$ cat src/rtl/uart_rx_buffer.sv
// Byte FIFO behind uart_rx that serves the core one byte or one 32-bit word per read.
// Define UART_RX_WORD_BE_EN to pack word reads big-endian (earliest byte in dout[31:24]).
module uart_rx_buffer #(
  parameter  int DEPTH  = 16,
  localparam int ADDR_W = $clog2(DEPTH)
) (
  input  logic              clk,
  input  logic              rst,
  input  logic [7:0]        rdata,
  input  logic              rx_ready,
  input  logic              ferr,
  input  logic              rd_en,
  input  logic              rd_word,
  input  logic              clr_err,
  output logic [31:0]       dout,
  output logic              dout_valid,
  output logic [ADDR_W:0]   count,
  output logic              empty,
  output logic              full,
  output logic              word_avail,
  output logic              overflow,
  output logic              ferr_seen
);

  localparam logic [ADDR_W:0] L_DEPTH = (ADDR_W + 1)'(DEPTH);
  localparam logic [ADDR_W:0] L_WORD  = (ADDR_W + 1)'(4);
  localparam logic [ADDR_W:0] L_ONE   = (ADDR_W + 1)'(1);

  logic [7:0]        r_mem [DEPTH];
  logic [ADDR_W-1:0] r_wr_ptr;
  logic [ADDR_W-1:0] r_rd_ptr;
  logic [ADDR_W:0]   r_count;
  logic [31:0]       r_dout;
  logic              r_dout_valid;
  logic              r_overflow;
  logic              r_ferr_seen;

  logic              w_wr_accept;
  logic              w_ovf_set;
  logic              w_ferr_set;
  logic              w_rd_byte;
  logic              w_rd_word;
  logic [ADDR_W:0]   w_pop;
  logic [31:0]       w_dout_next;
  logic [31:0]       w_word;
  logic [7:0]        w_b [4];

  // All acceptance decisions look at the count held before this edge.
  assign w_wr_accept = rx_ready && !ferr && (r_count != L_DEPTH);
  assign w_ovf_set   = rx_ready && !ferr && (r_count == L_DEPTH);
  assign w_ferr_set  = rx_ready && ferr;
  assign w_rd_byte   = rd_en && !rd_word && (r_count != '0);
  assign w_rd_word   = rd_en && rd_word && (r_count >= L_WORD);

  for (genvar gi = 0; gi < 4; gi++) begin : g_word_bytes
    assign w_b[gi] = r_mem[r_rd_ptr + ADDR_W'(gi)];
  end

`ifdef UART_RX_WORD_BE_EN
  assign w_word = {w_b[0], w_b[1], w_b[2], w_b[3]};
`else
  assign w_word = {w_b[3], w_b[2], w_b[1], w_b[0]};
`endif

  always_comb begin
    // NOTE: every output of this block gets a default first; a path that skipped one would infer a latch.
    w_pop       = '0;
    w_dout_next = r_dout;
    if (w_rd_word) begin
      w_pop       = L_WORD;
      w_dout_next = w_word;
    end else if (w_rd_byte) begin
      w_pop       = L_ONE;
      w_dout_next = {24'h0, w_b[0]};
    end
  end

  // NOTE: storage carries no reset; pointers and count define which entries are meaningful.
  always_ff @(posedge clk) begin
    if (!rst && w_wr_accept) begin
      r_mem[r_wr_ptr] <= rdata;
    end
  end

  always_ff @(posedge clk) begin
    // NOTE: state uses non-blocking assignments so every update sees pre-edge values.
    if (rst) begin
      r_wr_ptr     <= '0;
      r_rd_ptr     <= '0;
      r_count      <= '0;
      r_dout       <= '0;
      r_dout_valid <= 1'b0;
      r_overflow   <= 1'b0;
      r_ferr_seen  <= 1'b0;
    end else begin
      if (w_wr_accept) begin
        r_wr_ptr <= r_wr_ptr + ADDR_W'(1);
      end
      r_rd_ptr     <= r_rd_ptr + w_pop[ADDR_W-1:0];
      r_count      <= r_count + {{ADDR_W{1'b0}}, w_wr_accept} - w_pop;
      r_dout       <= w_dout_next;
      r_dout_valid <= w_rd_byte || w_rd_word;
      // A new error in the clearing cycle keeps the flag set.
      r_overflow   <= w_ovf_set || (r_overflow && !clr_err);
      r_ferr_seen  <= w_ferr_set || (r_ferr_seen && !clr_err);
    end
  end

  assign dout       = r_dout;
  assign dout_valid = r_dout_valid;
  assign count      = r_count;
  assign empty      = (r_count == '0);
  assign full       = (r_count == L_DEPTH);
  assign word_avail = (r_count >= L_WORD);
  assign overflow   = r_overflow;
  assign ferr_seen  = r_ferr_seen;

endmodule

$ cat config.mk
export PLATFORM = sky130hd
export DESIGN_NAME = uart_rx_buffer
export DESIGN_NICKNAME = d
export VERILOG_FILES = /design/src/rtl/uart_rx_buffer.sv
export SDC_FILE = /design/constraint.sdc
export NUM_CORES = 1
export LEC_CHECK = 0
export ABC_AREA = 0
export CAP_MARGIN = 30
export CORE_MARGIN = 2
export CORE_UTILIZATION = 61
export DETAILED_ROUTE_END_ITERATION = 6
export GPL_ROUTABILITY_DRIVEN = 0
export PLACE_DENSITY = 0.89
export SLEW_MARGIN = 30
export SYNTH_ARGS = -nofsm -noshare
export SYNTH_HDL_FRONTEND = slang
export SYNTH_SLANG_ARGS = --single-unit
$ cat constraint.sdc
create_clock -name clk -period 3.7 [get_ports clk]
set_clock_uncertainty 0.1 [all_clocks]
set_input_delay 0.555 -clock clk [delete_from_list [all_inputs] [get_ports clk]]
set_output_delay 0.555 -clock clk [all_outputs]
set_load 0.02 [all_outputs]
* After elaboration in Yosys (flattened, before gate mapping) *
Memory sizes are Yosys's and may differ from the RTL's. A register that Yosys moved wholly into a read port is not among the register bits.
Cells that the tools add are included.

storage, ports and cells
  register bits = 48
  RAM bits = 128
  input bits = 15
  output and inout bits = 43
  word-level logic and storage cells = 46
  memories kept = 1

cells by class
  $add $sub $neg = 7
  magnitude comparators = 1
  eq/ne operators = 2
  multiplexer cells = 7
  reduce and logical (&&, ||, !) cells = 21

memory list
  memory  words  bits a word  rd ports  clocked after memory_dff  write ports  line  RTL
  r_mem   16     8            4         1                         1            29    logic [7:0] r_mem [DEPTH];

operators by type and width
  operator                                                           count
  2-to-1 mux 32 bit                                                  2
  logical AND 1 bit                                                  11
  adder 4 x 1 -> 4 bit, second input constant                        2
  adder 4 x 2 -> 4 bit, second input constant                        2
  adder 5 x 1 -> 5 bit                                               1
  equality test 5 bit, second input constant                         1
  greater-or-equal comparator 5 x 3 -> 1 bit, second input constant  1
  zero test 5 bit                                                    1
  != test 5 bit, second input constant                               1
  nonzero test 5 bit                                                 1
  subtractor 5 bit                                                   1
  adder 4 bit                                                        1
  zero test 1 bit                                                    4
  2-to-1 mux 4 bit                                                   1
  logical OR 1 bit                                                   3
  2-to-1 mux 1 bit                                                   3
  2-to-1 mux 3 bit                                                   1
  nonzero test 2 bit                                                 1

* Depth between registers and ports, before layout *
Gate-level depths: netlist of the first run.

  depth in word-level cells = 7
  gate-level depth with buffers = 13
  gate-level depth less buffers = 11

* Least setup slack after synthesis of the first run *
OpenSTA, ideal clock, no wires.

  path kind = flip-flop to flip-flop
  from = reg r_count[1] (netlist: count[1])
  to = reg r_count[4] (netlist: count[4])
  setup time = 128 ps
  arrival time = 2952 ps
  required time = 3472 ps
  path slack = 520 ps
  cell stages (with the launch flop) = 13
  path buffers = 1
  clock period less this slack = 3180 ps
  path through = dfxtp_1 or4_4 buf_6 nor2_1 nor3b_1 ha_1 inv_1 ha_1 fa_1 a21o_1 a21oi_1 xnor2_1 nor2_1

between the ends
  word-level cells in the longest chain between the ends = 5
  elaborated cells on any way between the ends = 10
  those cells by class = 2 x add/sub; 1 x order compare; 1 x eq/ne; 2 x mux; 4 x reduce/logical

ends and longest elaborated chain
  item                                                                          line  RTL
  start, declared                                                               32    logic [ADDR_W:0] r_count;
  start signal, assigned                                                        100   r_count <= r_count + {{ADDR_W{1'b0}}, w_wr_accept} - w_pop;
  parallel branches: the longest is 4 deep, another holds adder 5 x 1 -> 5 bit  --
  subtractor 5 bit (*)                                                          100

Every way passes the cells marked *.
A chain may end at the register's enable or synchronous reset.

* Final worst setup path of the first run *
  from = reg r_rd_ptr[1]
  to = reg r_dout[11] (netlist: dout[11])

between the ends
  word-level cells in the longest chain between the ends = 3

ends and longest elaborated chain
  item                      line  RTL
  start, declared           31    logic [ADDR_W-1:0] r_rd_ptr;
  start signal, assigned    99    r_rd_ptr <= r_rd_ptr + w_pop[ADDR_W-1:0];
  adder 4 x 1 -> 4 bit      56    assign w_b[gi] = r_mem[r_rd_ptr + ADDR_W'(gi)];
  memory read (16 x 8 bit)  --
  2-to-1 mux 32 bit         69    if (w_rd_word) begin
  end signal, assigned      101   r_dout <= w_dout_next;
  end, declared             33    logic [31:0] r_dout;

No other way between the ends.

==> impl_metrics.tcl, run 1 <==
set metrics [dict create \
    post_cts_buffers 0 \
    antenna_left 0 \
    place_inst 939 \
    maxClockFrequency_mhz 316.2 \
    cts_root_buf "clkbuf_16" \
    synth-async-reset-ratio_pct 0 \
    clockBufferDepth 2 \
    synth_adder_area_share_pct 2.424 \
    post-route-util_pct 70.21 \
    die_x_um 132.8 \
    multi_input_area_sq_um 4901 \
    maxCapViolCount 0 \
    synth_cell_type_count 47 \
    tns_ns 0 \
    yosysSeqAreaShare_pct 47.50 \
    rr_endpoint "dout[11]$_SDFFE_PP0P_" \
    grt_max_degree 62 \
    dieArea_sq_um 17630 \
    p_leak_nw 3.843 \
    hold_viol_final 0 \
    fin_crit_sh_pct 85.48 \
    post_drt_via_cell_ratio 7.579 \
    cts_tree "yes" \
    hold-path-endpoint "dout[0]$_SDFFE_PP0P_" \
    hold_path_depth 1 \
    min_from "dout[0]$_SDFFE_PP0P_" \
    r2r_cells 6 \
    synth_top_family_by_area "multiplexers" \
    final-max-slew-violation-count 0 \
    crit_required_ns 3.93 \
    wl_um 29100 \
    row_count 47 \
    dp_slack_ns 0.3140 \
    synth_nets 711 \
    port_buffers 57 \
    cp-start-kind "flip-flop" \
    synth_area_sq_um 10120 \
    vdd_drop_max_mv 0.3609 \
    yosys-top-cells-area "edfxtp_1 (38%), mux4_2 (24%), dfxtp_1 (9.5%)" \
    clkSinkCount 176 \
    r2r_slack_ns 0.54 \
    worst_setup_path_end_kind "flip-flop" \
    dieHeight_um 132.8 \
    cts.clk_slew.worst_paths_ns 0.07 \
    start_util_pct 61.66 \
    grt_pass1_wl_um 43920 \
    synth_commonest_cells "edfxtp_1 (128), mux4_2 (106), mux2i_1 (68)" \
    min_path_type "reg2reg" \
    fin_nets 772 \
    layout_min_cycle_time_ns 3.163 \
    worstSkewPairLatency_ns 0.44 \
    yosysWarnings 0 \
    track_usage_pct 34.23 \
    fill_cells 997 \
    syn2layout_area_growth_pct 13.88 \
    slew_headroom_pct 28.12 \
    num_vias 7367 \
    synth-simple-area-share_pct 6.395 \
    setup_viol 0 \
    antenna_found_initial 0 \
    route.detailed.wl_per_inst_um 29.94 \
    drive_above_1_share_pct 24.63 \
    r2r_start "r_rd_ptr[1]$_SDFF_PP0_" \
    syn_inst 677 \
    ys_ff_latch 176 \
    firstDrtPassIters 6 \
    synthMuxAreaShare_pct 30.59 \
    critPathMaxFanout 36 \
    synth_xor_area_share_pct 1.435 \
    crit_arrival_ns 3.39 \
    cts_hold_buf 0 \
    finalWorstSetupSlack_ns 0.5374 \
    rsz0062_at_grt "no" \
    worst_pin_slew_ns 1.076 \
    power_density_nw_per_um2 581.5 \
    yosysMostFrequentCell "edfxtp_1" \
    synth_top_cell_by_area "edfxtp_1" \
    core-area_sq_um 16410 \
    avgSynthCellArea_sq_um 14.94 \
    overflow 0 \
    p_total_mw 6.699 \
    layout.cells.non_filler 972 \
    status "finished, final reports clean" \
    ys.flop_type "edfxtp_1" \
    critPathKind "reg2reg" \
    synth_edf_count 128 \
    seqCellArea_sq_um 4810 \
    drt_iter0_drc 1276 \
    ctsResizeCount 0 \
    yosysTopAreaCellShare_pct 38.00 \
    place_hpwl_um 19060 \
    drc_errors 0 \
    ios 58 \
    cts_buffers 17 \
    grt_pass1_vias 7204 \
    cts_max_level 4 \
    synth_compound_area_share_pct 7.483 \
]
==> kinds of logic (layout without fill, tap and decap cells) <==
kind of cell    after synthesis  count (layout)
xor+xnor                     14              14
flops                       176             176
buf+inv                      68             142
other cells                   0               1
simple gates                132             132
mux                         175             175
fa+ha+maj                    19              19
compound gates               93              93
==> per-stage QoR <==
step                      instance area [sq um]  hold WS [ns]
final                                     11520        0.3512
after global placement                    10910        0.3336
after detailed placement                  10910        0.3420
after global routing                      11520        0.3786
after floorplan                           10120        0.4334
after CTS                                 11510        0.3563
==> how the worst max path moves through the flow <==
stage                                  endpoint                   start
after detailed placement    count[4]$_SDFF_PP0_                    ferr
final                     dout[11]$_SDFFE_PP0P_  r_rd_ptr[1]$_SDFF_PP0_
after global routing        count[4]$_SDFF_PP0_     count[1]$_SDFF_PP0_
after global placement      count[4]$_SDFF_PP0_                    ferr
after floorplan             count[4]$_SDFF_PP0_     count[1]$_SDFF_PP0_
after CTS                   count[4]$_SDFF_PP0_     count[1]$_SDFF_PP0_
==> critical path, cell delays in order, from the launching register on <==
cell	delay, ns
dfxtp_2	0.33
buf_4	0.29
ha_1	0.32
xnor2_1	0.76
nand2_1	0.58
o22a_1	0.38
a32o_1	0.27
==> final cells by class <==
type / count / share of cell area [%]
diodes: 1 / 0.02172
clock buffers: 21 / 3.997
clock inverters: 11 / 1.206
inverters: 14 / 0.4562
multi-input cells: 433 / 42.54
flip-flops and latches: 176 / 41.75
well taps: 220 / 2.389
repair buffers: 96 / 7.635
==> per-layer routing <==
layer	routed length (um)	vias up	global-route usage (%)
met5	0	-	0
met1	9857	3611	44.06
met4	1667	0	18.64
li1	-	2881	-
met3	3781	152	9.157
met2	13790	723	53.60
==> cells in the final DEF (no fill, tap or decap), types with 15 or more instances in the layout <==
cell type        Yosys  routed
edfxtp_1           128     128
mux4_2             106     106
mux2i_1             68      68
clkdlybuf4s50_1      0      57
dfxtp_1             48      46
nand2_1             39      39
buf_4                2      37
nor2_1              33      33
nor3_1              20      20
a22oi_1             17      17
ha_1                18      17
clkbuf_16            0      17
nor2b_1             15      15
a32o_1              15      15
==> power by group <==
part / total, mW / leakage, nW / internal, mW / switching [mW]
registers: 2.34 / 1.54 / 2.22 / 0.118
logic: 2.53 / 2.00 / 1.20 / 1.34
clock network: 1.83 / 0.294 / 1.09 / 0.736
==> registers in the layout (all words and copies together) (netlist names) <==
signal / flops
count: 5
dout: 32
dout_valid: 1
ferr_seen: 1
overflow: 1
r_mem: 128
r_rd_ptr: 4
r_wr_ptr: 4
No activity file was read; power rests on OpenSTA's default activity.
==> inputs of run 2 (changes only) <==
- CAP_MARGIN: 30 -> 20
- CORE_UTILIZATION: 61 -> 55
- DONT_BUFFER_PORTS: not set -> 1
- PLACE_DENSITY: 0.89 -> 0.78
==> run 2 against run 1 <==
  * Global-route usage decreased by 4.3 points
  * Clock power decreased by 9.8%
  * Utilization decreased by 9.5 points
  * Die area increased by 11%
  * Via count decreased by 7.0%
  * Worst setup slack improved by 0.11 ns
  * Final cell count decreased by 4.6%
  * Total power decreased by 6.5%
  * Register-to-register slack improved by 0.11 ns
  * Count of clock-buffer cells in the layout decreased by 1
==> impl_metrics.tcl, run 2 (synthesized netlist as in run 1, its figures left out) <==
set metrics [dict create \
    status "finished, final reports clean" \
    maxClockFrequency_mhz 327.1 \
    row_count 49 \
    finalWorstSetupSlack_ns 0.6425 \
    diodes 0 \
    crit_end "count[4]$_SDFF_PP0_" \
    dieArea_sq_um 19490 \
    grt_pass1_wl_um 42340 \
    place_hpwl_um 18810 \
    die_x_um 139.6 \
    drt_iter0_drc 988 \
    port_buffers 0 \
    dieHeight_um 139.6 \
    cts_tree "yes" \
    slew_headroom_pct 43.53 \
    grt_max_degree 120 \
    drc_errors 0 \
    rr_endpoint "count[4]$_SDFF_PP0_" \
    track_usage_pct 29.90 \
    r2r_start "count[1]$_SDFF_PP0_" \
    cp-start-kind "flip-flop" \
    mostFrequentLayoutCells "edfxtp_1 (128), mux4_2 (106), mux2i_1 (68), dfxtp_1 (46), buf_4 (40)" \
    crit_required_ns 3.93 \
    crit_arrival_ns 3.28 \
    cts_hold_buf 0 \
    hold_viol_final 0 \
    min_path_type "in2reg" \
    seqCellArea_sq_um 4810 \
    grt_pass1_vias 6798 \
    wl_um 28500 \
    start_util_pct 56.12 \
    largest_reg_flops 128 \
    maxCapViolCount 0 \
    vdd_drop_max_mv 0.3888 \
    drive_above_1_share_pct 27.36 \
    clkSinkCount 176 \
    critPathKind "reg2reg" \
    crit_buf_inv 2 \
    rsz0062_at_grt "no" \
    overflow 0 \
    cts_root_buf "clkbuf_16" \
    tns_ns 0 \
    worstSetupPathDepth 12 \
    setup_viol 0 \
    firstDrtPassIters 5 \
    cts_max_level 4 \
    syn2layout_area_growth_pct 8.225 \
    r2r_cells 12 \
    antenna_found_initial 0 \
    critPathMaxStageDelay_ns 0.62 \
    final_common_cell "edfxtp_1" \
    regMostFlops "r_mem" \
    cpLargestDelayFamily "adder cells" \
    num_vias 6850 \
    final-max-slew-violation-count 0 \
    post_drt_via_cell_ratio 7.389 \
    fill_cells 1343 \
    antenna_left 0 \
    ios 58 \
    fin_nets 719 \
    p_leak_nw 3.636 \
    dp_slack_ns 0.6584 \
    worst_pin_slew_ns 0.8470 \
    clockBufferDepth 2 \
    power_density_nw_per_um2 572.0 \
    route.detailed.wl_per_inst_um 30.75 \
    fin_crit_sh_pct 82.64 \
    layout_min_cycle_time_ns 3.058 \
    ctsResizeCount 0 \
    worstSkewPairLatency_ns 0.44 \
    cts.clk_slew.worst_paths_ns 0.06 \
    cts_buffers 17 \
    cp-startpoint "count[1]$_SDFF_PP0_" \
    worst_setup_path_end_kind "flip-flop" \
    post_cts_buffers 0 \
    crit_chain "or4_4 > nor2_1 > buf_4 > nor3b_1 > ha_1 > inv_1 > ha_1 > fa_1 > a21o_1 > a21oi_1 > xnor2_1 > nor2_1" \
    crit_slowest_cell "or4_4" \
    multi_input_area_sq_um 4906 \
    critPathMaxFanout 5 \
    core-area_sq_um 18020 \
    r2r_slack_ns 0.64 \
]
run 2: final cells by class:
type / count / share of cell area [%]
flip-flops and latches: 176 / 43.93
repair buffers: 43 / 3.291
well taps: 229 / 2.617
clock inverters: 12 / 0.7886
inverters: 14 / 0.4800
clock buffers: 20 / 4.080
multi-input cells: 433 / 44.81
run 2: worst min path at each step:
stage                                    end                startpoint  slack, ns  cells past startpoint
global route          r_rd_ptr[0]$_SDFF_PP0_                       rst       0.08                      1
detailed placement  r_wr_ptr[1]$_SDFFE_PP0P_  r_wr_ptr[1]$_SDFFE_PP0P_       0.48                      2
global placement    r_wr_ptr[1]$_SDFFE_PP0P_  r_wr_ptr[1]$_SDFFE_PP0P_       0.45                      2
floorplan           r_wr_ptr[1]$_SDFFE_PP0P_  r_wr_ptr[1]$_SDFFE_PP0P_       0.43                      2
finish                r_rd_ptr[0]$_SDFF_PP0_                       rst       0.09                      1
CTS                   r_rd_ptr[0]$_SDFF_PP0_                       rst       0.07                      1
run 2: report_power, final:
part	internal (mW)	switching (mW)	total, mW
Sequential	2.22	0.230	2.45
Clock	0.882	0.768	1.65
Combinational	1.04	1.12	2.16
run 2: metrics by stage:
| stage | hold slack (ns) | instance area [sq um] | total power [mW] | std cells | utilization, % |
|---|---|---|---|---|---|
| floorplan | 0.4334 | 10120 | 4.189 | 677 | - |
| global placement | 0.4506 | 10410 | 4.570 | 895 | 57.75 |
| detailed placement | 0.4822 | 10410 | 4.624 | 895 | 57.77 |
| CTS | 0.07300 | 10950 | 6.251 | 927 | 60.72 |
| global route | 0.07622 | 10950 | 6.480 | 927 | 60.74 |
| finish | 0.08865 | 10950 | 6.263 | 927 | 60.74 |
run 2: routing by layer:
layer | GRT usage, % | share of wire [%]
met5 | 0 | 0
met4 | 15.32 | 5.4
met3 | 9.738 | 12
met2 | 47.21 | 47
met1 | 37.31 | 35
==> inputs of run 3 (changes only) <==
- PLACE_DENSITY: 0.78 -> 0.81
- clock period: 3.7 -> 2.5 ns (I/O delays scaled with it)
==> run 3 against run 2 <==
  * The run now ends with hold timing, setup timing left
  * Wire length shrank 4.0%
  * Total power rose by 56%
  * Register-to-register slack got worse by 0.70 ns
  * Worst hold slack got worse by 0.18 ns
  * Non-clock buffer count increased by 42
  * Final cell count is 4.5% higher
  * Combinational power up 71%
  * Critical path depth decreased by 1
  * Global-route usage is 1.1 points lower
  * Highest routed layer unchanged
==> impl_metrics.tcl, run 3 (synthesized netlist as in run 1, its figures left out) <==
set metrics [dict create \
    gr-max-usage-layer "met2" \
    antenna_left 0 \
    overflow 0 \
    dieArea_sq_um 19490 \
    worst_pin_slew_ns 0.8384 \
    fill_cells 1285 \
    worstSkewPairLatency_ns 0.44 \
    fin_crit_sh_pct 102.5 \
    syn2layout_area_growth_pct 13.38 \
    layout_min_cycle_time_ns 2.562 \
    grt_pass1_wl_um 41120 \
    diodes 0 \
    power_density_nw_per_um2 851.7 \
    critPathMaxStageDelay_ns 0.54 \
    gr-usage-met3_pct 11.98 \
    clockBufferDepth 2 \
    port_buffers 0 \
    violations "hold timing, setup timing" \
    layout.cells.non_filler 969 \
    wl_um 27370 \
    p_total_mw 9.769 \
    drive_above_1_share_pct 31.08 \
    row_count 49 \
    crit_slowest_cell "or4_4" \
    core-area_sq_um 18020 \
    drt_iter0_drc 1010 \
    route.detailed.wl_per_inst_um 28.25 \
    place_inst 920 \
    place_hpwl_um 18660 \
    start_util_pct 56.12 \
    largest_reg_flops 128 \
    use_met1_pct 36.25 \
    grt.met2_usage_pct 45.18 \
    critPathMaxFanout 2 \
    ios 58 \
    crit_arrival_ns 2.80 \
    dieHeight_um 139.6 \
    cts.clk_slew.worst_paths_ns 0.07 \
    vdd_drop_max_mv 0.4964 \
    fin_nets 761 \
    final-max-slew-violation-count 0 \
    cts_buffers 17 \
    status "complete, but fails checks" \
    cp-start-kind "flip-flop" \
    maxCapViolCount 0 \
    firstDrtPassIters 5 \
    grt_max_degree 66 \
    drc_errors 0 \
    crit_required_ns 2.73 \
    setup_viol 1 \
    num_vias 6953 \
    hold_viol_final 7 \
    whs_ns -0.09581 \
    cts_tree "yes" \
    final_common_cell "edfxtp_1" \
    rsz0062_at_grt "yes" \
    critPathKind "reg2reg" \
    slew_headroom_pct 44.06 \
    grt_pass1_vias 6797 \
    maxClockFrequency_mhz 390.3 \
    mostFrequentLayoutCells "edfxtp_1 (128), mux4_2 (106), mux2i_1 (68), buf_4 (61), dfxtp_1 (43)" \
    track_usage_pct 28.76 \
    min_path_type "in2reg" \
    finalWorstSetupSlack_ns -0.06244 \
    crit_chain "or4_4 > nor2_4 > nor3b_2 > ha_1 > inv_2 > ha_4 > fa_2 > a21o_1 > a21oi_2 > xnor2_1 > nor2_1" \
    cts_root_buf "clkbuf_16" \
    worst_setup_path_end_kind "flip-flop" \
    antenna_found_initial 1 \
    post_drt_via_cell_ratio 7.175 \
    die_x_um 139.6 \
    clkSinkCount 176 \
    cts_max_level 4 \
    regMostFlops "r_mem" \
    p_leak_nw 3.893 \
]
-- run 3: final cells by class --
class	count	area [sq um]	area share, %
Multi-Input combinational cell	433	4970	43.33
Sequential cell	176	4816	41.99
Timing Repair Buffer	85	769.5	6.709
Clock buffer	22	475.5	4.145
Tap cell	229	286.5	2.498
Clock inverter	10	87.58	0.7636
Inverter	14	65.06	0.5672
-- run 3: what timing repair did --
action                                 CTS  global route
buffers inserted                         1             0
setup endpoints to repair                1            14
hold buffers                            15             1
endpoints found under the hold margin  143             8
pin swaps                                1             0
resized for setup                        0             6
-- run 3: path summary, 6_finish.rpt --
| kind | from | to | slack (ns) | depth (start not counted) |
|---|---|---|---|---|
| worst max-delay path | count[1]$_SDFF_PP0_ | count[4]$_SDFF_PP0_ | -0.06 | 11 |
| worst min-delay path | rst | count[3]$_SDFF_PP0_ | -0.1 | 1 |
| worst max register to register | count[1]$_SDFF_PP0_ | count[4]$_SDFF_PP0_ | -0.06 | 11 |
| worst min register to register | dout[4]$_SDFFE_PP0P_ | dout[4]$_SDFFE_PP0P_ | 0.49 | 1 |
-- run 3: layer usage --
metal  vias up  share of wire [%]  wire length [um]
met3        76                 14              3936
met2       536                 47             12980
li1       2865                  -                 -
met1      3476                 35              9680
met5         -                  0                 0
met4         0                2.8               778
-- run 3: critical path, delay by kind of cell (launching register included) --
family	cells	cell delay [ns]
xor gates and xnor gates	1	0.13
adders and majority gates	3	0.78
and+or+nand+nor	4	0.77
AOI/OAI and AO/OA	2	0.29
DFF	1	0.35
buffers and inverters	1	0.04
-- run 3: through the flow --
| step | utilization, % | hold slack [ns] | cell area (sq um) | TNS [ns] | setup WS (ns) |
|---|---|---|---|---|---|
| CTS | 63.39 | -0.1192 | 11430 | -0.05991 | -0.05991 |
| global placement | 59.35 | 0.3452 | 10700 | -0.01444 | -0.01444 |
| detailed placement | 59.39 | 0.3430 | 10710 | -0.07155 | -0.07155 |
| finish | 63.63 | -0.09581 | 11470 | -0.06244 | -0.06244 |
| global route | 63.63 | -0.1075 | 11470 | -0.1703 | -0.1603 |
| floorplan | - | 0.3739 | 10260 | -1.340 | -0.2584 |
-- run 3: power breakdown --
group	internal [mW]	switching (mW)	total, mW
logic	1.81	1.88	3.69
registers	3.29	0.246	3.54
clock network	1.39	1.16	2.54
